### src/rtl/uart_pkg.sv
`timescale 1ns/1ps
`default_nettype none
// ============================================================================
//  Module   : uart_pkg
//  Purpose  : Shared UART types and constants: receiver state encoding,
//             oversampling ratio, sample-point indices and a vote helper.
//  Revision : 1.0  initial release
// ============================================================================
package uart_pkg;

  typedef enum logic [2:0] {
    IDLE   = 3'd0,
    START  = 3'd1,
    DATA   = 3'd2,
    PARITY = 3'd3,
    STOP   = 3'd4
  } uart_state_e;

  localparam int OVERSAMPLE = 16;
  localparam int SAMPLE_W   = $clog2(OVERSAMPLE);

  // Tick indices within one bit period; ticks 7..9 straddle the bit centre.
  localparam logic [SAMPLE_W-1:0] SAMPLE_LO  = SAMPLE_W'(7);
  localparam logic [SAMPLE_W-1:0] SAMPLE_MID = SAMPLE_W'(8);
  localparam logic [SAMPLE_W-1:0] SAMPLE_HI  = SAMPLE_W'(9);
  localparam logic [SAMPLE_W-1:0] BIT_END    = SAMPLE_W'(15);

  // Two-out-of-three majority vote.
  function automatic logic majority3(input logic a, input logic b, input logic c);
    return (a & b) | (a & c) | (b & c);
  endfunction

endpackage
`default_nettype wire

### src/rtl/uart_baud_tick.sv
`timescale 1ns/1ps
`default_nettype none
// ============================================================================
//  Module   : uart_baud_tick
//  Purpose  : Oversample tick generator. Counts 0..divisor_i while enabled and
//             pulses tick_o on the terminal count; held at zero when disabled.
//  Revision : 1.0  initial release
// ============================================================================
module uart_baud_tick #(
  parameter int DIV_WIDTH = 16
) (
  input  logic                 clk_i,
  input  logic                 rst_ni,
  input  logic                 en_i,
  input  logic [DIV_WIDTH-1:0] divisor_i,
  output logic                 tick_o
);

  logic [DIV_WIDTH-1:0] cnt_q, cnt_d;

  assign tick_o = en_i && (cnt_q == divisor_i);

  // Next count: clear when idle or at terminal count, otherwise increment.
  always_comb begin
    cnt_d = cnt_q;
    if (!en_i || (cnt_q == divisor_i)) begin
      cnt_d = '0;
    end else begin
      cnt_d = cnt_q + 1'b1;
    end
  end

  // Counter register.
  always_ff @(posedge clk_i or negedge rst_ni) begin
    if (!rst_ni) begin
      cnt_q <= '0;
    end else begin
      cnt_q <= cnt_d;
    end
  end

endmodule
`default_nettype wire

### src/rtl/uart_rx.sv
`timescale 1ns/1ps
`default_nettype none
// ============================================================================
//  Module   : uart_rx
//  Purpose  : 16x-oversampling UART receiver feeding the RX FIFO. Majority
//             votes each bit, checks optional parity and the stop bit, and
//             emits one-cycle PUSH / FRAME_ERR / PARITY_ERR / OVERRUN pulses.
//  Revision : 1.0  initial release
// ============================================================================
module uart_rx
  import uart_pkg::*;
#(
  parameter int DATA_WIDTH = 8,
  parameter int DIV_WIDTH  = 16
) (
  input  logic                  CLK,
  input  logic                  RESETn,
  input  logic [DIV_WIDTH-1:0]  DIVISOR,
  input  logic                  RXD,
  input  logic                  PARITY_EN,
  input  logic                  PARITY_ODD,
  input  logic                  FULL,
  output logic [DATA_WIDTH-1:0] DATA_OUT,
  output logic                  PUSH,
  output logic                  FRAME_ERR,
  output logic                  PARITY_ERR,
  output logic                  OVERRUN,
  output logic                  BUSY
);

  localparam int                IDX_W    = (DATA_WIDTH > 1) ? $clog2(DATA_WIDTH) : 1;
  localparam logic [IDX_W-1:0]  LAST_IDX = IDX_W'(DATA_WIDTH - 1);

  uart_state_e             state_q, state_d;
  logic [1:0]              sync_q;
  logic [SAMPLE_W-1:0]     scnt_q, scnt_d;
  logic                    vlo_q, vlo_d, vmid_q, vmid_d;
  logic [DATA_WIDTH-1:0]   shift_q, shift_d;
  logic [IDX_W-1:0]        idx_q, idx_d;
  logic                    perr_q, perr_d;
  logic [DATA_WIDTH-1:0]   data_q, data_d;
  logic                    push_q, push_d, ferr_q, ferr_d;
  logic                    perr_out_q, perr_out_d, ovr_q, ovr_d;

  logic                    rxd_s, tick, vote, at_hi, at_end;
  logic [SAMPLE_W-1:0]     scnt_next;

  assign rxd_s     = sync_q[1];
  assign scnt_next = scnt_q + 1'b1;
  assign vote      = majority3(vlo_q, vmid_q, rxd_s);
  assign at_hi     = tick && (scnt_next == SAMPLE_HI);
  assign at_end    = tick && (scnt_next == BIT_END);

  assign DATA_OUT   = data_q;
  assign PUSH       = push_q;
  assign FRAME_ERR  = ferr_q;
  assign PARITY_ERR = perr_out_q;
  assign OVERRUN    = ovr_q;
  assign BUSY       = (state_q != IDLE);

  uart_baud_tick #(.DIV_WIDTH(DIV_WIDTH)) u_tick (
    .clk_i     (CLK),
    .rst_ni    (RESETn),
    .en_i      (state_q != IDLE),
    .divisor_i (DIVISOR),
    .tick_o    (tick)
  );

  // Two-flop synchroniser for the asynchronous serial line (idles high).
  always_ff @(posedge CLK or negedge RESETn) begin
    if (!RESETn) begin
      sync_q <= 2'b11;
    end else begin
      sync_q <= {sync_q[0], RXD};
    end
  end

  // Next-state, sampling, shifting and pulse generation.
  always_comb begin
    state_d    = state_q;
    scnt_d     = scnt_q;
    vlo_d      = vlo_q;
    vmid_d     = vmid_q;
    shift_d    = shift_q;
    idx_d      = idx_q;
    perr_d     = perr_q;
    data_d     = data_q;
    push_d     = 1'b0;
    ferr_d     = 1'b0;
    perr_out_d = 1'b0;
    ovr_d      = 1'b0;

    if (tick) begin
      scnt_d = scnt_next;
      if (scnt_next == SAMPLE_LO)  vlo_d  = rxd_s;
      if (scnt_next == SAMPLE_MID) vmid_d = rxd_s;
    end

    case (state_q)
      IDLE: begin
        if (!rxd_s) begin
          state_d = START;
          perr_d  = 1'b0;
        end
      end
      START: begin
        if (at_hi && vote) begin
          state_d = IDLE;
        end else if (at_end) begin
          state_d = DATA;
          idx_d   = '0;
        end
      end
      DATA: begin
        if (at_hi) shift_d = {vote, shift_q[DATA_WIDTH-1:1]};
        if (at_end) begin
          if (idx_q == LAST_IDX) begin
            state_d = PARITY_EN ? PARITY : STOP;
          end else begin
            idx_d = idx_q + 1'b1;
          end
        end
      end
      PARITY: begin
        if (at_hi)  perr_d  = vote ^ (^shift_q) ^ PARITY_ODD;
        if (at_end) state_d = STOP;
      end
      STOP: begin
        // Return to IDLE at mid-stop so a back-to-back start edge is seen.
        if (at_hi) begin
          state_d = IDLE;
          if (!vote) begin
            ferr_d = 1'b1;
          end else if (FULL) begin
            ovr_d = 1'b1;
          end else begin
            push_d     = 1'b1;
            data_d     = shift_q;
            perr_out_d = perr_q;
          end
        end
      end
      default: state_d = IDLE;
    endcase

    if (state_d == IDLE) scnt_d = '0;
  end

  // Receiver state and registered outputs.
  always_ff @(posedge CLK or negedge RESETn) begin
    if (!RESETn) begin
      state_q    <= IDLE;
      scnt_q     <= '0;
      vlo_q      <= 1'b1;
      vmid_q     <= 1'b1;
      shift_q    <= '0;
      idx_q      <= '0;
      perr_q     <= 1'b0;
      data_q     <= '0;
      push_q     <= 1'b0;
      ferr_q     <= 1'b0;
      perr_out_q <= 1'b0;
      ovr_q      <= 1'b0;
    end else begin
      state_q    <= state_d;
      scnt_q     <= scnt_d;
      vlo_q      <= vlo_d;
      vmid_q     <= vmid_d;
      shift_q    <= shift_d;
      idx_q      <= idx_d;
      perr_q     <= perr_d;
      data_q     <= data_d;
      push_q     <= push_d;
      ferr_q     <= ferr_d;
      perr_out_q <= perr_out_d;
      ovr_q      <= ovr_d;
    end
  end

endmodule
`default_nettype wire
### config.mk
export PLATFORM = sky130hd
export DESIGN_NAME = uart_rx
export DESIGN_NICKNAME = d
export VERILOG_FILES = /design/src/rtl/uart_pkg.sv /design/src/rtl/uart_baud_tick.sv /design/src/rtl/uart_rx.sv
export SDC_FILE = /design/constraint.sdc
export NUM_CORES = 1
export LEC_CHECK = 0
export CAP_MARGIN = 40
export CORE_ASPECT_RATIO = 0.9
export CORE_MARGIN = 1.5
export CORE_UTILIZATION = 60
export DETAILED_ROUTE_END_ITERATION = 10
export GPL_TIMING_DRIVEN = 0
export PLACE_DENSITY = 0.92
export SYNTH_ARGS = -nofsm -noshare
export SYNTH_HDL_FRONTEND = slang
export SYNTH_HIERARCHICAL = 1
export SYNTH_SLANG_ARGS = --single-unit
export TNS_END_PERCENT = 100
### constraint.sdc
create_clock -name CLK -period 6.4 [get_ports CLK]
set_input_delay 1.28 -clock CLK [delete_from_list [all_inputs] [get_ports CLK]]
set_output_delay 1.28 -clock CLK [all_outputs]
set_load 0.03 [all_outputs]
==> Implementation_results.wiki <==
{| class="wikitable"
! Metric !! Value
|-
| Sequential-to-total area share from yosys stat || 45.51%
|-
| Switching power of the nets || 166.0 uW
|-
| Post-route clock period utilization || 55.94%
|-
| Final setup violation count || 0
|-
| Ratio of total power to cell area || 185.0 nW/um^2
|-
| Area of the placeable core || 4489 um^2
|-
| Total vias in the final route || 1996
|-
| Cell at the root of the clock tree || sky130_fd_sc_hd__clkbuf_8
|-
| Mean Syn Cell Area || 11.13 um^2
|-
| Post-Route WL || 5.602 mm
|-
| Total track usage || 24.56%
|-
| Final hold viol count || 0
|-
| Maximum number of pins on one net before global-route repair || 37
|-
| Number of flip-flops and latches in the synthesized netlist || 51
|-
| Clock share of power || 30.3%
|-
| Max rail drop VDD || 157.1 uV
|-
| Max-slew headroom at the worst pin || 64.53%
|-
| GRT Residual Overflow || 0
|-
| Cell Int Power || 451.5 uW
|-
| TritonCTS clock tree || done
|-
| Number of nets with antenna violations after detailed routing || 0
|-
| Growth of design area from synthesis to finish || 18.58%
|-
| DR pass1 iterations || 4
|-
| Die X-Extent || 75.21 um
|-
| Cells after synthesis || 253
|-
| Number of setup buffers added after CTS || 0
|-
| Warnings, synthesis || 6
|-
| Die ar. || 5113 um^2
|-
| Post-route cell area || 3338 um^2
|-
| Post-synthesis async set-or-reset flop share || 100.0%
|-
| Count of different cell masters after synthesis || 53
|-
| Effective utilization at floorplan || 62.71%
|-
| Switching part of the total power || 26.89%
|-
| DRC marker count from the first detailed-route iteration || 132
|-
| Ant diodes || 0
|-
| Post-synth top flop || sky130_fd_sc_hd__dfrtp_1
|-
| Nets || 324
|-
| Placed Area || 3248 um^2
|-
| Total of buffers placed on input and output ports || 34
|-
| Total CTS buffers || 5
|-
| Outcome || completed
|-
| Layout cells sized above 1 || 18.24%
|-
| Area of the mapped netlist || 2815 um^2
|-
| Capturing element type of the critical path || flip-flop
|-
| H-tree depth reported by CTS || 2
|-
| Global-route wire length before repair || 9.239 mm
|-
| CP Launch Type || primary input
|-
| Post-DP HPWL || 4.197 mm
|-
| CTS-repair resized insts || 0
|-
| WL per Instance || 15.65 um
|-
| Crit path kind || primary input to flip-flop
|-
| Min-delay worst type || flip-flop to flip-flop
|-
| Combinational power share || 13.9%
|-
| RSZ-0062 raised after global routing || no
|-
| Worst endpoint data arrival time || 3.79 ns
|-
| Post-synth EDFFs || 0
|-
| Hold Buf Count CTS || 0
|-
| Worst clock skew on the final layout || 0.01345 ns
|-
| Number of pins exceeding their max-slew limit in the final report || 0
|-
| Final routed DRC violation total || 0
|-
| Vertical extent of the die || 67.99 um
|-
| Minimum clock period || 3.580 ns
|-
| Initial antenna violation count || 0
|-
| Gp weighted congestion || 0.8645
|-
| Clock latency on the worst-skew pair || 0.32 ns
|-
| Row Count || 23
|-
| Max-cap check violation count || 0
|-
| Reg clk slew, reported paths || 0.09 ns
|-
| Final-layout setup total negative slack || 0 ns
|-
| TritonCTS Sinks || 51
|-
| Num ports || 35
|-
| Synthesized netlist net count || 282
|-
| Worst EP required || 6.61 ns
|-
| Power share of the sequential group || 55.8%
|-
| Number of vias per cell after detailed routing || 5.575
|-
| Hold Path Cell Cnt || 0
|-
| Maximum frequency from static timing analysis || 0.2793 GHz
|-
| Number of global-route vias before repair || 1978
|-
| Maximum number of buffers from clock root to sink || 2
|-
| Number of inserted filler cells in the final layout || 328
|-
| Maximum fanout along the worst path || 9
|-
| Leakage power figure || 0.001477 uW
|-
| Length in cells of the worst reg-to-reg path || 12
|-
| Actual slew at the worst max-slew pin || 0.5303 ns
|}
-- registers in the layout, indices dropped and copies added (netlist names), 2 cells and up --
signal,cells
DATA_OUT,8
idx_q,3
scnt_q,4
shift_q,8
state_q,3
sync_q,2
u_tick/cnt_q,16
-- layout make-up --
class,instances,area (um^2),area share [%]
Clock buffer,6,72.57,2.174
Sequential cell,51,1281,38.38
Tap cell,62,77.57,2.324
Clock inverter,2,17.52,0.5247
Inverter,8,30.03,0.8996
Timing Repair Buffer,35,355.3,10.64
Multi-Input combinational cell,188,1450,43.44
Buffer,6,53.80,1.612
-- per-stage QoR --
stage          setup WS, ns  util [%]  cells  hold WS [ns]  power [uW]
2_1_floorplan         3.140         -    253        0.3452       401.6
3_3_place_gp          2.537     72.02    349        0.3469       430.8
3_5_place_dp          2.470     72.35    350        0.3482       436.2
4_1_cts               2.801     74.36    358        0.3618       622.2
5_1_grt               2.620     74.36    358        0.3681       645.5
6_report              2.820     74.36    358        0.3601       617.5
-- path summary, 6_finish.rpt --
| kind | start | endpoint | slack [ns] |
|---|---|---|---|
| worst max-delay path | DIVISOR[15] | shift_q[2] | 2.82 |
| worst min-delay path | sync_q[0] | sync_q[1] | 0.36 |
| worst max register to register | u_tick/cnt_q[4] | shift_q[2] | 3.63 |
| worst min register to register | sync_q[0] | sync_q[1] | 0.36 |
| max in group asynchronous | RESETn | vmid_q | 4.93 |
| min in group asynchronous | RESETn | DATA_OUT[4] | 0.88 |
-- layout by cell type, fill, tap and decap left out, types with 6 or more instances in the layout --
master,n
sky130_fd_sc_hd__mux2_2,10
sky130_fd_sc_hd__dfrtp_1,47
sky130_fd_sc_hd__inv_1,8
sky130_fd_sc_hd__nand2_1,13
sky130_fd_sc_hd__ha_1,7
sky130_fd_sc_hd__nand4_1,8
sky130_fd_sc_hd__a21oi_1,6
sky130_fd_sc_hd__mux2_4,8
sky130_fd_sc_hd__xor2_1,8
sky130_fd_sc_hd__nand3_1,10
sky130_fd_sc_hd__nor2_1,24
sky130_fd_sc_hd__xnor2_1,33
sky130_fd_sc_hd__clkdlybuf4s50_1,33
-- power by group through the flow --
stage	Sequential (uW)	Combinational, uW	Clock, uW
detailed placement	351	85.4	0
floorplan	348	53.2	0
global route	346	95.3	204
finish	345	86.0	187
CTS	345	85.9	192
global placement	350	80.7	0
-- metal layers --
metal | global-route usage, % | wire length [um] | up-vias
li1 | - | - | 960
met1 | 31.30 | 2484 | 965
met2 | 40.82 | 2701 | 63
met3 | 7.364 | 336 | 8
met4 | 6.920 | 80 | 0
met5 | 0 | 0 | -
-- cell usage after synthesis (2+ instances only) --
library cell                n  area [um^2]
sky130_fd_sc_hd__mux2_2    10        112.6
sky130_fd_sc_hd__o21ai_0    4        20.02
sky130_fd_sc_hd__xor2_1     8        70.07
sky130_fd_sc_hd__ha_1       7        87.58
sky130_fd_sc_hd__nor2_1    24        90.09
sky130_fd_sc_hd__o211ai_1   3        22.52
sky130_fd_sc_hd__inv_1      8        30.03
sky130_fd_sc_hd__nand2_1   13        48.80
sky130_fd_sc_hd__mux2i_1    2        20.02
sky130_fd_sc_hd__nor3_1     5        25.02
sky130_fd_sc_hd__or3_1      2        12.51
sky130_fd_sc_hd__mux2_4     8        120.1
sky130_fd_sc_hd__buf_6      4        45.04
sky130_fd_sc_hd__nand3_1   10        50.05
sky130_fd_sc_hd__dfstp_2    4        105.1
sky130_fd_sc_hd__xnor2_1   33        289.0
sky130_fd_sc_hd__nor4_1     5        31.28
sky130_fd_sc_hd__and2_1     3        18.77
sky130_fd_sc_hd__a21o_1     2        15.01
sky130_fd_sc_hd__dfrtp_1   47         1176
sky130_fd_sc_hd__nand2b_4   2        27.53
sky130_fd_sc_hd__nor2b_1    4        25.02
sky130_fd_sc_hd__and3_1     2        12.51
sky130_fd_sc_hd__nand4_1    8        50.05
sky130_fd_sc_hd__a21oi_1    6        30.03
sky130_fd_sc_hd__a21oi_2    2        17.52
-- worst max-delay path, stage by stage --
cell and delay [ns]:
sky130_fd_sc_hd__clkdlybuf4s50_1 0.48, sky130_fd_sc_hd__xnor2_1 0.13, sky130_fd_sc_hd__nand4_1 0.19, sky130_fd_sc_hd__nor2_1 0.14, sky130_fd_sc_hd__and3_1 0.18, sky130_fd_sc_hd__buf_6 0.14, sky130_fd_sc_hd__nand2_1 0.07, sky130_fd_sc_hd__or3_4 0.38
sky130_fd_sc_hd__and2_4 0.19, sky130_fd_sc_hd__nand2b_4 0.14, sky130_fd_sc_hd__buf_6 0.15, sky130_fd_sc_hd__mux2_4 0.30
-- cells by family (layout without fill, tap and decap cells) --
kind of cell,after synthesis,in the layout,share of synthesized area (%)
fa+ha+maj,7,7,3.111
buf+inv,14,57,2.977
simple gates,91,91,18.27
flops,51,51,45.51
compound gates,29,29,8.401
xor+xnor,41,41,12.76
mux,20,20,8.978
No activity file was read; power rests on OpenSTA's default activity.
